### src/rtl/mul_share_pkg.sv
// Shared definitions for the multiplier-sharing arbiter.
//   state_t : arbiter FSM encoding (3 bits)
//   id_w    : width of a requester index for N requesters
//   tmo_w   : width of a watchdog counter able to hold TMO
package mul_share_pkg;

    typedef enum logic [2:0] {
        IDLE      = 3'd0,
        START     = 3'd1,
        WAIT_BUSY = 3'd2,
        WAIT_RDY  = 3'd3,
        DONE      = 3'd4
    } state_t;

    function automatic int id_w(input int n);
        return (n <= 2) ? 1 : $clog2(n);
    endfunction

    function automatic int tmo_w(input int tmo);
        return $clog2(tmo + 1);
    endfunction

endpackage

### src/rtl/mul_share_arbiter_rr_pick.sv
// Combinational round-robin picker.
//   req     in  N      pending requesters
//   rr_ptr  in  ID_W   index where the search starts (wraps N-1 -> 0)
//   gnt_vld out 1      at least one requester pending
//   gnt_id  out ID_W   first pending index at or after rr_ptr
module rr_pick
    import mul_share_pkg::*;
#(
    parameter int N = 4
) (
    input  logic [N-1:0]         req,
    input  logic [id_w(N)-1:0]   rr_ptr,
    output logic                 gnt_vld,
    output logic [id_w(N)-1:0]   gnt_id
);

    localparam int ID_W = id_w(N);

    // Walk the offsets from farthest to nearest so the nearest pending
    // requester is the one left standing.
    always_comb begin
        int s;
        logic [ID_W-1:0] idx;
        s       = 0;
        idx     = '0;
        gnt_vld = 1'b0;
        gnt_id  = '0;
        for (int k = N - 1; k >= 0; k--) begin
            s = int'(rr_ptr) + k;
            if (s >= N) s = s - N;
            idx = ID_W'(s);
            if (req[idx]) begin
                gnt_vld = 1'b1;
                gnt_id  = idx;
            end
        end
    end

endmodule

### src/rtl/mul_share_arbiter.sv
// Shares one sequential multiplier among N requesters.
//   clk, reset        clock, synchronous active-high reset
//   req/ack           per-requester handshake; ack is a one-cycle one-hot pulse
//   opa_in/opb_in     packed operands, requester i in bits [i*x +: x]
//   res_out/res_err   product (2*x) and watchdog error flag, valid with ack
//   start/OpA/OpB     to the multiplier; operands held for the whole operation
//   busy/ready/mul    from the multiplier
//
// state     | meaning
// IDLE      | waiting for any req; grants round-robin and latches operands
// START     | start pulse to the multiplier
// WAIT_BUSY | waiting for busy (or an immediate ready from a fast multiplier)
// WAIT_RDY  | waiting for ready with busy low
// DONE      | ack pulse to the served requester, advance rr_ptr
module mul_share_arbiter
    import mul_share_pkg::*;
#(
    parameter int x   = 8,
    parameter int N   = 4,
    parameter int TMO = 64
) (
    input  logic             clk,
    input  logic             reset,
    input  logic [N-1:0]     req,
    input  logic [N*x-1:0]   opa_in,
    input  logic [N*x-1:0]   opb_in,
    output logic [N-1:0]     ack,
    output logic [2*x-1:0]   res_out,
    output logic             res_err,
    output logic             start,
    output logic [x-1:0]     OpA,
    output logic [x-1:0]     OpB,
    input  logic             busy,
    input  logic             ready,
    input  logic [2*x-1:0]   mul
);

    localparam int ID_W = id_w(N);
    localparam int WD_W = tmo_w(TMO);
    localparam logic [WD_W-1:0] WD_LOAD = WD_W'(TMO);
    localparam logic [N-1:0]    ONE_HOT = N'(1);

    state_t          state;
    logic [ID_W-1:0] rr_ptr;
    logic [ID_W-1:0] id;
    logic [WD_W-1:0] wd;
    logic            gnt_vld;
    logic [ID_W-1:0] gnt_id;
    logic [x-1:0]    sel_a;
    logic [x-1:0]    sel_b;

    rr_pick #(.N(N)) u_pick (
        .req     (req),
        .rr_ptr  (rr_ptr),
        .gnt_vld (gnt_vld),
        .gnt_id  (gnt_id)
    );

    always_comb begin
        sel_a = '0;
        sel_b = '0;
        for (int i = 0; i < N; i++) begin
            if (gnt_id == ID_W'(i)) begin
                sel_a = opa_in[i*x +: x];
                sel_b = opb_in[i*x +: x];
            end
        end
    end

    // Watchdog is a down-counter loaded with TMO on entry to each wait
    // state; terminal count 0 means TMO cycles have elapsed there.
    always_ff @(posedge clk) begin
        if (reset) begin
            state   <= IDLE;
            rr_ptr  <= '0;
            id      <= '0;
            wd      <= '0;
            start   <= 1'b0;
            ack     <= '0;
            res_out <= '0;
            res_err <= 1'b0;
            OpA     <= '0;
            OpB     <= '0;
        end else begin
            start <= 1'b0;
            ack   <= '0;
            case (state)
                IDLE: begin
                    if (gnt_vld) begin
                        id    <= gnt_id;
                        OpA   <= sel_a;
                        OpB   <= sel_b;
                        start <= 1'b1;
                        state <= START;
                    end
                end
                START: begin
                    wd    <= WD_LOAD;
                    state <= WAIT_BUSY;
                end
                WAIT_BUSY: begin
                    if (busy) begin
                        wd    <= WD_LOAD;
                        state <= WAIT_RDY;
                    end else if (ready) begin
                        res_out <= mul;
                        res_err <= 1'b0;
                        ack     <= ONE_HOT << id;
                        state   <= DONE;
                    end else if (wd == '0) begin
                        res_out <= '0;
                        res_err <= 1'b1;
                        ack     <= ONE_HOT << id;
                        state   <= DONE;
                    end else begin
                        wd <= wd - 1'b1;
                    end
                end
                WAIT_RDY: begin
                    if (ready && !busy) begin
                        res_out <= mul;
                        res_err <= 1'b0;
                        ack     <= ONE_HOT << id;
                        state   <= DONE;
                    end else if (wd == '0) begin
                        res_out <= '0;
                        res_err <= 1'b1;
                        ack     <= ONE_HOT << id;
                        state   <= DONE;
                    end else begin
                        wd <= wd - 1'b1;
                    end
                end
                DONE: begin
                    rr_ptr <= (int'(id) == N - 1) ? '0 : id + 1'b1;
                    state  <= IDLE;
                end
                default: state <= IDLE;
            endcase
        end
    end

endmodule

### config.mk
export PLATFORM = sky130hd
export DESIGN_NAME = mul_share_arbiter
export DESIGN_NICKNAME = d
export VERILOG_FILES = /design/src/rtl/mul_share_pkg.sv /design/src/rtl/mul_share_arbiter_rr_pick.sv /design/src/rtl/mul_share_arbiter.sv
export SDC_FILE = /design/constraint.sdc
export NUM_CORES = 1
export LEC_CHECK = 0
export CORE_ASPECT_RATIO = 0.6
export CORE_MARGIN = 10
export CORE_UTILIZATION = 30
export DETAILED_ROUTE_END_ITERATION = 8
export PLACE_DENSITY = 0.68
export SYNTH_ARGS = -nofsm -noshare
export SYNTH_HDL_FRONTEND = slang
export SYNTH_SLANG_ARGS = --single-unit
### constraint.sdc
create_clock -name clk -period 2.25 [get_ports clk]
set_input_delay 0.225 -clock clk [delete_from_list [all_inputs] [get_ports clk]]
set_output_delay 0.225 -clock clk [all_outputs]
set_load 0.02 [all_outputs]
==> results of run 1 <==
==> placed cells by master, fill, tap and decap left out, types with 3 or more instances in the layout <==
cell and n:
a21oi_1 13, clkbuf_16 5, a211oi_1 8, o21ai_1 7, and3_1 9, and2_1 3, a22o_1 16, clkdlybuf4s50_1 125
nand2_1 22, nor3_1 3, nand2b_1 6, ha_1 5, buf_4 5, nor2_1 14, inv_1 10, dfxtp_1 52
o21ai_0 3, nor2b_1 4, mux2i_1 22, o221ai_1 17
==> power breakdown <==
group          switching (mW)  internal [mW]  total, mW
combinational           0.801          0.710       1.51
clock                   0.333          0.586      0.919
sequential              0.156           1.09       1.24
==> through the flow <==
step                cells  util, %
floorplan             263        -
global placement      493     46.5
detailed placement    493     46.5
CTS                   501     48.6
global route          501     48.7
finish                501     48.7
==> worst register-to-register path: stages, from the launching register on <==
cell and delay (ns):
dfxtp_1 0.36, inv_1 0.06, ha_1 0.23, nor3b_2 0.18, and2_2 0.24, o2bb2ai_2 0.19
a21oi_4 0.44, a22o_1 0.21
==> metal layers <==
metal / vias up / GRT usage [%] / wire length [um]
met5: - / 0 / 0
li1: 1239 / - / -
met4: 0 / 3.08 / 56
met1: 1181 / 15.6 / 3800
met2: 85 / 20.0 / 3680
met3: 4 / 6.64 / 897
==> flip-flops by register name, summed over array words and instances, names as in the netlist <==
register	cells
OpA	8
OpB	8
ack	4
id	2
res_err	1
res_out	16
rr_ptr	2
start	1
state	3
wd	7
==> Yosys cell counts (all sizes together) (5+ instances only) <==
library cell  instances  area share, %
ha                    5            2.4
o21ai                10            1.9
dfxtp                52             40
o221ai               18            6.8
inv                  10            1.5
nor2                 18            3.4
and3                  9            2.2
a22o                 16            5.4
nand2                23            3.4
nand2b                6            1.5
a21oi                14            2.9
a211oi                9            2.8
buf                  11            3.5
mux2i                22            8.5
==> final cells by class <==
class                   count  area (um^2)  share of cell area, %
clock inverters             1         30.0                  0.729
well taps                 112          140                   3.40
clock buffers               7          153                   3.70
inverters                  10         37.5                  0.911
multi-input cells         188         1410                   34.2
repair buffers            131         1310                   31.8
flip-flops and latches     52         1040                   25.3
==> cells by family (layout without fill, tap and decap cells) <==
logic type / Yosys count / count (layout) / share of synthesized area (%)
mux: 22 / 22 / 8.53
xor+xnor: 1 / 1 / 0.339
fa+ha+maj: 5 / 5 / 2.42
flops: 52 / 52 / 40.3
compound gates: 82 / 82 / 25.5
buf+inv: 23 / 149 / 5.33
simple gates: 78 / 78 / 17.5
==> worst min-delay path by stage <==
| stage | from | to |
|---|---|---|
| 6_report | OpA[0]$_SDFFE_PP0P_ | OpA[0]$_SDFFE_PP0P_ |
| 5_1_grt | OpB[3]$_SDFFE_PP0P_ | OpB[3]$_SDFFE_PP0P_ |
| 4_1_cts | OpA[0]$_SDFFE_PP0P_ | OpA[0]$_SDFFE_PP0P_ |
| 3_5_place_dp | OpA[0]$_SDFFE_PP0P_ | OpA[0]$_SDFFE_PP0P_ |
| 3_3_place_gp | OpB[6]$_SDFFE_PP0P_ | OpB[6]$_SDFFE_PP0P_ |
| 2_1_floorplan | reset | start$_SDFF_PP0_ |
==> metrics.md, run 1 <==
| Metric | Value |
|---|---|
| Status | complete, no violations |
| Root Buffer | clkbuf_16 |
| DIE WIDTH | 140 um |
| Place WS | 0.0318 ns |
| DR WL/cell | 16.8 um |
| Area post-placement | 0.00393 mm^2 |
| Postcts setup bufs | 0 |
| Share of cells above drive strength 1 | 7.97% |
| CP startpoint | wd[0]$_SDFFE_PP0P_ |
| Filler Cell Count | 801 |
| Pwr Total | 3.67 mW |
| Largest net degree at the start of global routing | 23 |
| WS Path Type | reg -> reg |
| GPL Wtd Cong | 0.819 |
| Slew Viols, Final | 0 |
| Setup violations, final | 0 |
| Antenna diode count | 0 |
| Initial antenna violation count | 0 |
| Sequential area share after synthesis | 40.3% |
| Post-CTS Hold Buffers | 0 |
| Worst Setup End Kind | flip-flop |
| CP peak stage delay | 0.44 ns |
| Vias per cell | 5.01 |
| GRT overflow | 0 |
| Row count | 26 |
| 1st-iter DRT viols | 127 |
| Port bufs | 125 |
| Die Span Y | 91.9 um |
| Flop2flop setup slack | 0.28 ns |
| Maximum VDD drop | 0.363 mV |
| CTS resizes | 0 |
| Die area | 0.0128 mm^2 |
| CTS tree | done |
| First-pass GRT wire length | 13.9 mm |
| Final WS setup | 0.284 ns |
| Clock skew | 0.00479 ns |
| Main flop type after synthesis | dfxtp_1 |
| Fin nets | 481 |
| Maximum operating frequency | 0.509 GHz |
| Leak | 1.54 nW |
| Number of synthesized flops with an enable pin | 0 |
| Max-slew headroom | 60.8% |
| IO Pins | 126 |
| Crit path cell chain | inv_1 -> ha_1 -> nor3b_2 -> and2_2 -> o2bb2ai_2 -> a21oi_4 -> a22o_1 |
| Distinct cell type count after synthesis | 56 |
| # DRC | 0 |
| Hold WC Path Type | reg -> reg |
| Critical R2R Launch | wd[0]$_SDFFE_PP0P_ |
| RSZ-0062 raised after global routing | no |
| Worst R2R End | res_out[2]$_SDFFE_PP0P_ |
| Worst skew pair latency | 0.29 ns |
| Critical Path AT | 2.20 ns |
| Syn Inst Count | 263 |
| WHS Path Cells | 2 |
| CP max FO | 16 |
| Core area | 0.00846 mm^2 |
| Synth Register Bits | 52 |
| Hold slack | 0.451 ns |
| Placed wire-length estimate | 6.82 mm |
| Hold Vio Cnt, Final | 0 |
| CP top delay family | compound AO/OA/AOI/OAI gates |
| Crit-path slowest cell | a21oi_4 |
| PwrDens | 891 mW/mm^2 |
| CTS sink cnt | 52 |
| Critical path required time | 2.48 ns |
| Clk buf depth | 2 |
| H-tree depth | 2 |
| Worst R2R Path Depth | 7 |
| Area delta synth->final | 59.6% |
| Worst Path Buf+Inv | 1 |
| Net Count, Synth | 356 |
| GRT Total Usage | 12.9% |
| Total wire length | 8.44 mm |
| Syn Std Cell Area | 0.00258 mm^2 |
| Antenna Nets Post-Route | 0 |
| Setup_tns | 0 ns |
| Via count | 2,509 |
| Max-Cap Viols | 0 |
| Worst slew pin tran | 0.588 ns |
| Vias in the first global route | 2,667 |
| Post-route cell area | 0.00412 mm^2 |
| Avg Cell Area, Syn | 9.82 um^2 |
| Setup crit start kind | flip-flop |
| Total of warnings raised by yosys | 0 |
| Num CTS Buffers | 5 |
| Worst setup path endpoint | res_out[2]$_SDFFE_PP0P_ |
| Number of cells on the critical path | 7 |
| Min Tclk post-route | 1.97 ns |
| DR pass1 iterations | 4 |
| Tcrit/Tclk final | 87.4% |
| Clk pin slew, worst setup/hold paths | 0.07 ns |
| Initial core utilization | 30.5% |
| Async SR Flop Fraction | 0% |
Power figures use the tool's default switching activity.
==> inputs of run 2 (changes only) <==
- clock period: 2.25 -> 1.9 ns (I/O delays scaled with it)
==> run 2 against run 1 <==
Via count is 2.0% higher. Routed wire length is 0.98% higher. Sequential share of layout area is 1.0 points lower. Setup slack worse by 0.16 ns. Sequential cell count stayed put. Critical path type unchanged. Largest cell class is now buffers.
==> metrics.md, run 2 (synthesis results as in run 1) <==
| Metric | Value |
|---|---|
| Antenna Nets Post-Route | 0 (unchanged) |
| Crit path cell chain | inv_1 -> ha_1 -> nor3b_2 -> and2_2 -> buf_4 -> nor2_4 -> nor2_1 -> a211oi_1 |
| DR WL/cell | 16.4 um (-2.7%) |
| Hold WC Path Type | reg -> reg |
| Post-CTS Hold Buffers | 0 (unchanged) |
| Setup violations, final | 0 (unchanged) |
| Vias per cell | 4.92 (-1.7%) |
| CP max FO | 5 (-11) |
| Worst skew pair latency | 0.29 ns (about the same) |
| Maximum VDD drop | 0.455 mV (+25%) |
| Clock share of power | 23.2% (-1.8 points) |
| H-tree depth | 2 (unchanged) |
| GPL Wtd Cong | 0.850 (+3.8%) |
| Maximum operating frequency | 0.564 GHz (+11%) |
| Max-slew headroom | 65.5% (+4.7 points) |
| Multi-input logic area | 0.00143 mm^2 (+1.2%) |
| IO Pins | 126 (unchanged) |
| Critical Path AT | 1.94 ns (-0.26 ns) |
| GRT overflow | 0 (unchanged) |
| Hold Vio Cnt, Final | 0 (unchanged) |
| Placed wire-length estimate | 6.88 mm (+0.96%) |
| Slew Viols, Final | 0 (unchanged) |
| Seq pwr share | 32.0% (-1.9 points) |
| Crit-path slowest cell | dfxtp_1 |
| GRT Total Usage | 13.0% (+0.094 points) |
| Total wire length | 8.52 mm (+0.98%) |
| Initial antenna violation count | 0 (unchanged) |
| Most frequent cells in the layout | 125 x clkdlybuf4s50_1, 51 x dfxtp_1, 22 x mux2i_1, 22 x nand2_1, 22 x buf_4 |
| Most common cell after layout, fill and taps aside | clkdlybuf4s50_1 |
| Port bufs | 125 (unchanged) |
| Antenna diode count | 0 (unchanged) |
| Reg with most FFs | res_out |
| RSZ-0062 raised after global routing | no |
| Root Buffer | clkbuf_16 |
| Seq. cell area | 0.00104 mm^2 (+0.12%) |
| Fin nets | 500 (+4.0%) |
| Leak | 1.64 nW (+6.5%) |
| PwrDens | 1070 mW/mm^2 (+20%) |
| CP peak stage delay | 0.35 ns (-0.09 ns) |
| Initial core utilization | 30.5% (unchanged) |
| Min Tclk post-route | 1.77 ns (-0.195 ns) |
| Die Span Y | 91.9 um (unchanged) |
| Placed cell count | 511 (+3.7%) |
| Comb power frac | 44.8% (+3.7 points) |
| Clk buf depth | 2 (unchanged) |
| Max-Cap Viols | 0 (unchanged) |
| Status | complete, no violations |
| Area delta synth->final | 66.6% |
| DIE WIDTH | 140 um (unchanged) |
| Critical path required time | 2.07 ns (-0.41 ns) |
| Finished Layout Cells | 520 (+3.8%) |
| Hold slack | 0.446 ns (-0.00480 ns) |
| Die area | 0.0128 mm^2 (unchanged) |
| WS Path Type | reg -> reg |
| Setup crit start kind | flip-flop |
| First-pass GRT wire length | 13.8 mm (-0.65%) |
| Biggest registers after layout | res_out x16, OpA x8, OpB x8 |
| Row count | 26 (unchanged) |
| Internal Power | 2.97 mW (+25%) |
| Largest register FFs | 16 (unchanged) |
| Setup_tns | 0 ns (unchanged) |
| Largest net degree at the start of global routing | 23 (unchanged) |
| Post-route cell area | 0.00430 mm^2 (+4.4%) |
| DR pass1 iterations | 4 (unchanged) |
| Sw Ratio | 35.6% (+0.43 points) |
| Worst slew pin tran | 0.516 ns (-0.0717 ns) |
| 1st-iter DRT viols | 91 (-28%) |
| CTS sink cnt | 52 (unchanged) |
| Clk pin slew, worst setup/hold paths | 0.07 ns (about the same) |
| Core area | 0.00846 mm^2 (unchanged) |
| CTS tree | done |
| Clock skew | 0.0101 ns (+0.00528 ns) |
| Vias in the first global route | 2,759 (+3.4%) |
| Num CTS Buffers | 5 (unchanged) |
| Worst Setup End Kind | flip-flop |
| Area post-placement | 0.00408 mm^2 (+3.8%) |
| Tcrit/Tclk final | 93.2% (+5.9 points) |
| # DRC | 0 (unchanged) |
| Via count | 2,560 (+2.0%) |
| Share of cells above drive strength 1 | 13.2% (+5.3 points) |
| Sw Pwr | 1.64 mW (+27%) |
| Filler Cell Count | 787 (-1.7%) |
-- run 2: cell count changes in the layout (fill, tap and decap cells not counted), sizes merged --
cell	change
clkinv	+1
buf	+19
clkbuf	-1
-- run 2: area by class of cell --
type,count,share of cell area (%)
inverter,10,0.872
timing repair buffer,150,34.3
clock inverter,2,0.901
sequential,52,24.2
multi-input combinational,188,33.2
tap,112,3.26
clock buffer,6,3.23
-- run 2: worst paths after layout --
check	startpoint	end	slack, ns	cells past startpoint
setup / recovery	wd[0]$_SDFFE_PP0P_	wd[1]$_SDFFE_PP0P_	0.13	8
hold / removal	OpA[0]$_SDFFE_PP0P_	OpA[0]$_SDFFE_PP0P_	0.45	2
setup reg to reg	wd[0]$_SDFFE_PP0P_	wd[1]$_SDFFE_PP0P_	0.13	8
hold reg to reg	OpA[0]$_SDFFE_PP0P_	OpA[0]$_SDFFE_PP0P_	0.45	2
-- run 2: routing by layer --
metal | routed length (um) | GRT usage, % | vias to the layer above | share of wire (%)
met3 | 921 | 7.21 | 9 | 11
met1 | 3860 | 15.8 | 1186 | 45
met5 | 0 | 0 | - | 0
met4 | 111 | 3.77 | 0 | 1.3
met2 | 3630 | 19.3 | 89 | 43
li1 | - | - | 1276 | -
-- run 2: through the flow --
| stage | util (%) | power [mW] | setup slack [ns] |
|---|---|---|---|
| final | 50.9 | 4.62 | 0.128 |
| after global routing | 50.9 | 4.90 | 0.00528 |
| after CTS | 50.4 | 4.59 | 0.0120 |
| after detailed placement | 48.2 | 3.48 | -0.146 |
| after global placement | 48.2 | 3.43 | -0.0780 |
| after floorplan | - | 2.59 | 0.166 |
-- run 2: power by group through the flow --
| stage | Sequential, mW | Clock (mW) | Combinational [mW] |
|---|---|---|---|
| 2_1_floorplan | 1.57 | 0 | 1.03 |
| 3_3_place_gp | 1.48 | 0 | 1.95 |
| 3_5_place_dp | 1.49 | 0 | 1.99 |
| 4_1_cts | 1.47 | 1.10 | 2.01 |
| 5_1_grt | 1.51 | 1.14 | 2.25 |
| 6_report | 1.48 | 1.07 | 2.07 |
-- run 2: worst max-delay path: cells and delay by family, from the launching register on --
family / cells / cell delay (ns)
AOI/OAI and AO/OA: 1 / 0.28
adders and majority gates: 1 / 0.20
buffers and inverters: 2 / 0.21
DFF: 1 / 0.35
and+or+nand+nor: 4 / 0.61
-- run 2: timing repair --
item                                    CTS  global route
pin swaps                                 0             2
gates resized for setup                   1             6
setup buffers                             0             1
endpoints found under the setup margin   16            20
==> inputs of run 3 (changes only) <==
- clock period: 1.9 -> 2.2 ns (I/O delays scaled with it)
==> run 3 against run 2 <==
Clock skew down 0.0037 ns. Total power is 22% lower. Sequential share of layout area grew 1.2 points. Worst hold slack is essentially flat. Register-to-register slack improved by 0.16 ns. Count of clock-buffer cells in the layout grew 2. Critical path depth shrank 1. Routed wire length shrank 3.4%. Sequential cell count stayed put. Critical endpoint is now res_out[4]$_SDFFE_PP0P_. Largest power group unchanged. Highest routed layer unchanged.
==> metrics.md, run 3 (synthesis results as in run 1) <==
| Metric | Value |
|---|---|
| Port bufs | 125 (unchanged) |
| Critical path required time | 2.43 ns (+0.36 ns) |
| Row count | 26 (unchanged) |
| CP max FO | 16 (+11) |
| Seq pwr share | 35.3% (+3.3 points) |
| Worst Setup End Kind | flip-flop |
| CP peak stage delay | 0.41 ns (+0.06 ns) |
| Crit path cell chain | inv_1 -> ha_1 -> nor3b_2 -> and2_2 -> o2bb2ai_2 -> a21oi_4 -> a22o_1 |
| Die area | 0.0128 mm^2 (unchanged) |
| Area delta synth->final | 58.5% |
| Largest register FFs | 16 (unchanged) |
| Filler Cell Count | 796 (+1.1%) |
| Worst Path Buf+Inv | 1 (-1) |
| Via count | 2,491 (-2.7%) |
| Max-slew headroom | 60.0% (-5.5 points) |
| H-tree depth | 2 (unchanged) |
| Min Tclk post-route | 1.91 ns (+0.141 ns) |
| RSZ-0062 raised after global routing | no |
| GRT Total Usage | 12.2% (-0.81 points) |
| GRT overflow | 0 (unchanged) |
| Hold Vio Cnt, Final | 0 (unchanged) |
| Max-Cap Viols | 0 (unchanged) |
| 1st-iter DRT viols | 176 (+93%) |
| Reg with most FFs | res_out |
| Max Used Layer | met4 |
| Vias in the first global route | 2,612 (-5.3%) |
| Hold WC Path Type | reg -> reg |
| Crit-path slowest cell | a21oi_4 |
| Die Span Y | 91.9 um (unchanged) |
| Vias per cell | 4.96 (+0.79%) |
| DIE WIDTH | 140 um (unchanged) |
| Clock skew | 0.00635 ns (-0.00372 ns) |
| Slew Viols, Final | 0 (unchanged) |
| Met2 WL post-DR | 3.60 mm (-0.94%) |
| Core area | 0.00846 mm^2 (unchanged) |
| Maximum VDD drop | 0.339 mV (-25%) |
| Share of cells above drive strength 1 | 7.69% (-5.5 points) |
| Setup crit start kind | flip-flop |
| Antenna Nets Post-Route | 0 (unchanged) |
| First-pass GRT wire length | 13.1 mm (-5.3%) |
| Post-route cell area | 0.00409 mm^2 (-4.9%) |
| Biggest registers after layout | res_out x16, OpA x8, OpB x8 |
| Critical Path AT | 2.14 ns (+0.20 ns) |
| Tcrit/Tclk final | 86.9% (-6.3 points) |
| Most frequent cells in the layout | 125 x clkdlybuf4s50_1, 52 x dfxtp_1, 22 x mux2i_1, 22 x nand2_1, 17 x o221ai_1 |
| Comb power frac | 42.8% (-2.0 points) |
| Sw Pwr | 1.30 mW (-21%) |
| DRT met1 WL | 3.64 mm (-5.7%) |
| Leak | 1.53 nW (-7.0%) |
| Setup violations, final | 0 (unchanged) |
| Placed wire-length estimate | 6.68 mm (-3.0%) |
| Setup_tns | 0 ns (unchanged) |
| DR pass1 iterations | 4 (unchanged) |
| Sw Ratio | 36.1% (+0.53 points) |
| Num CTS Buffers | 5 (unchanged) |
| CTS tree | done |
| WS Path Type | reg -> reg |
| Met3 Wirelength | 935 um (+1.5%) |
| Most common cell after layout, fill and taps aside | clkdlybuf4s50_1 |
| CP top delay family | compound AO/OA/AOI/OAI gates |
| Root Buffer | clkbuf_16 |
| DR WL/cell | 16.4 um (about the same) |
| Post-layout util | 48.4% (-2.5 points) |
| GPL Wtd Cong | 0.871 (+2.5%) |
| Total wire length | 8.23 mm (-3.4%) |
| PwrDens | 879 mW/mm^2 (-18%) |
| Worst slew pin tran | 0.600 ns (+0.0832 ns) |
| Maximum operating frequency | 0.523 GHz (-7.4%) |
| Antenna diode count | 0 (unchanged) |
| Final WS setup | 0.287 ns (+0.159 ns) |
| Hold slack | 0.446 ns (+0.000228 ns) |
| # DRC | 0 (unchanged) |
| Initial core utilization | 30.5% (unchanged) |
| Place WS | 0.0334 ns (+0.180 ns) |
| Clk buf depth | 2 (unchanged) |
| Internal Power | 2.30 mW (-23%) |
| CTS sink cnt | 52 (unchanged) |
| Post-CTS Hold Buffers | 0 (unchanged) |
| Clock share of power | 21.9% (-1.3 points) |
| Largest net degree at the start of global routing | 23 (unchanged) |
| Initial antenna violation count | 0 (unchanged) |
| Fin nets | 482 (-3.6%) |
| Status | complete, no violations |
| Clk pin slew, worst setup/hold paths | 0.07 ns (about the same) |
| IO Pins | 126 (unchanged) |
| Area post-placement | 0.00394 mm^2 (-3.4%) |
| Worst skew pair latency | 0.29 ns (about the same) |
[run 3: cell count changes in the layout (fill, tap and decap cells not counted), sizes merged]
cell,change
buf,-18
clkbuf,+2
bufinv,-1
clkinv,-1
[run 3: path summary, 6_finish.rpt]
path                       startpoint                       to  slack, ns  depth (start not counted)
setup / recovery   wd[0]$_SDFFE_PP0P_  res_out[4]$_SDFFE_PP0P_       0.29                          7
setup reg to reg   wd[0]$_SDFFE_PP0P_  res_out[4]$_SDFFE_PP0P_       0.29                          7
hold / removal    OpB[6]$_SDFFE_PP0P_      OpB[6]$_SDFFE_PP0P_       0.45                          2
hold reg to reg   OpB[6]$_SDFFE_PP0P_      OpB[6]$_SDFFE_PP0P_       0.45                          2
[run 3: cell type report]
cell class	count	area, um^2	share of cell area (%)
multi-input combinational	188	1410	34.5
sequential	52	1040	25.4
timing repair buffer	132	1320	32.2
tap	112	140	3.42
inverter	10	37.5	0.917
clock buffer	8	146	3.58
[run 3: worst register-to-register path: stages, from the launching register on]
cell	delay [ns]
dfxtp_1	0.36
inv_1	0.05
ha_1	0.23
nor3b_2	0.18
and2_2	0.24
o2bb2ai_2	0.17
a21oi_4	0.41
a22o_1	0.21
[run 3: power by group through the flow]
stage	clock network, mW	logic (mW)	registers [mW]
2_1_floorplan	0	0.886	1.35
3_3_place_gp	0	1.51	1.28
3_5_place_dp	0	1.54	1.28
4_1_cts	0.811	1.54	1.27
5_1_grt	0.847	1.70	1.30
6_report	0.787	1.54	1.27
[run 3: metal layers]
layer  vias to the layer above  track usage (%)
li1                       1234                -
met1                      1158             14.4
met2                        91             19.2
met3                         8             6.59
met4                         0             2.57
met5                         -                0
[run 3: timing repair]
action,4_1_cts,5_1_grt
endpoints found under the setup margin,0,16
gates resized for setup,0,1
buffers inserted,0,0
[run 3: stage by stage]
step	power [mW]	cells
2_1_floorplan	2.24	263
3_3_place_gp	2.80	494
3_5_place_dp	2.82	494
4_1_cts	3.62	502
5_1_grt	3.84	502
6_report	3.60	502
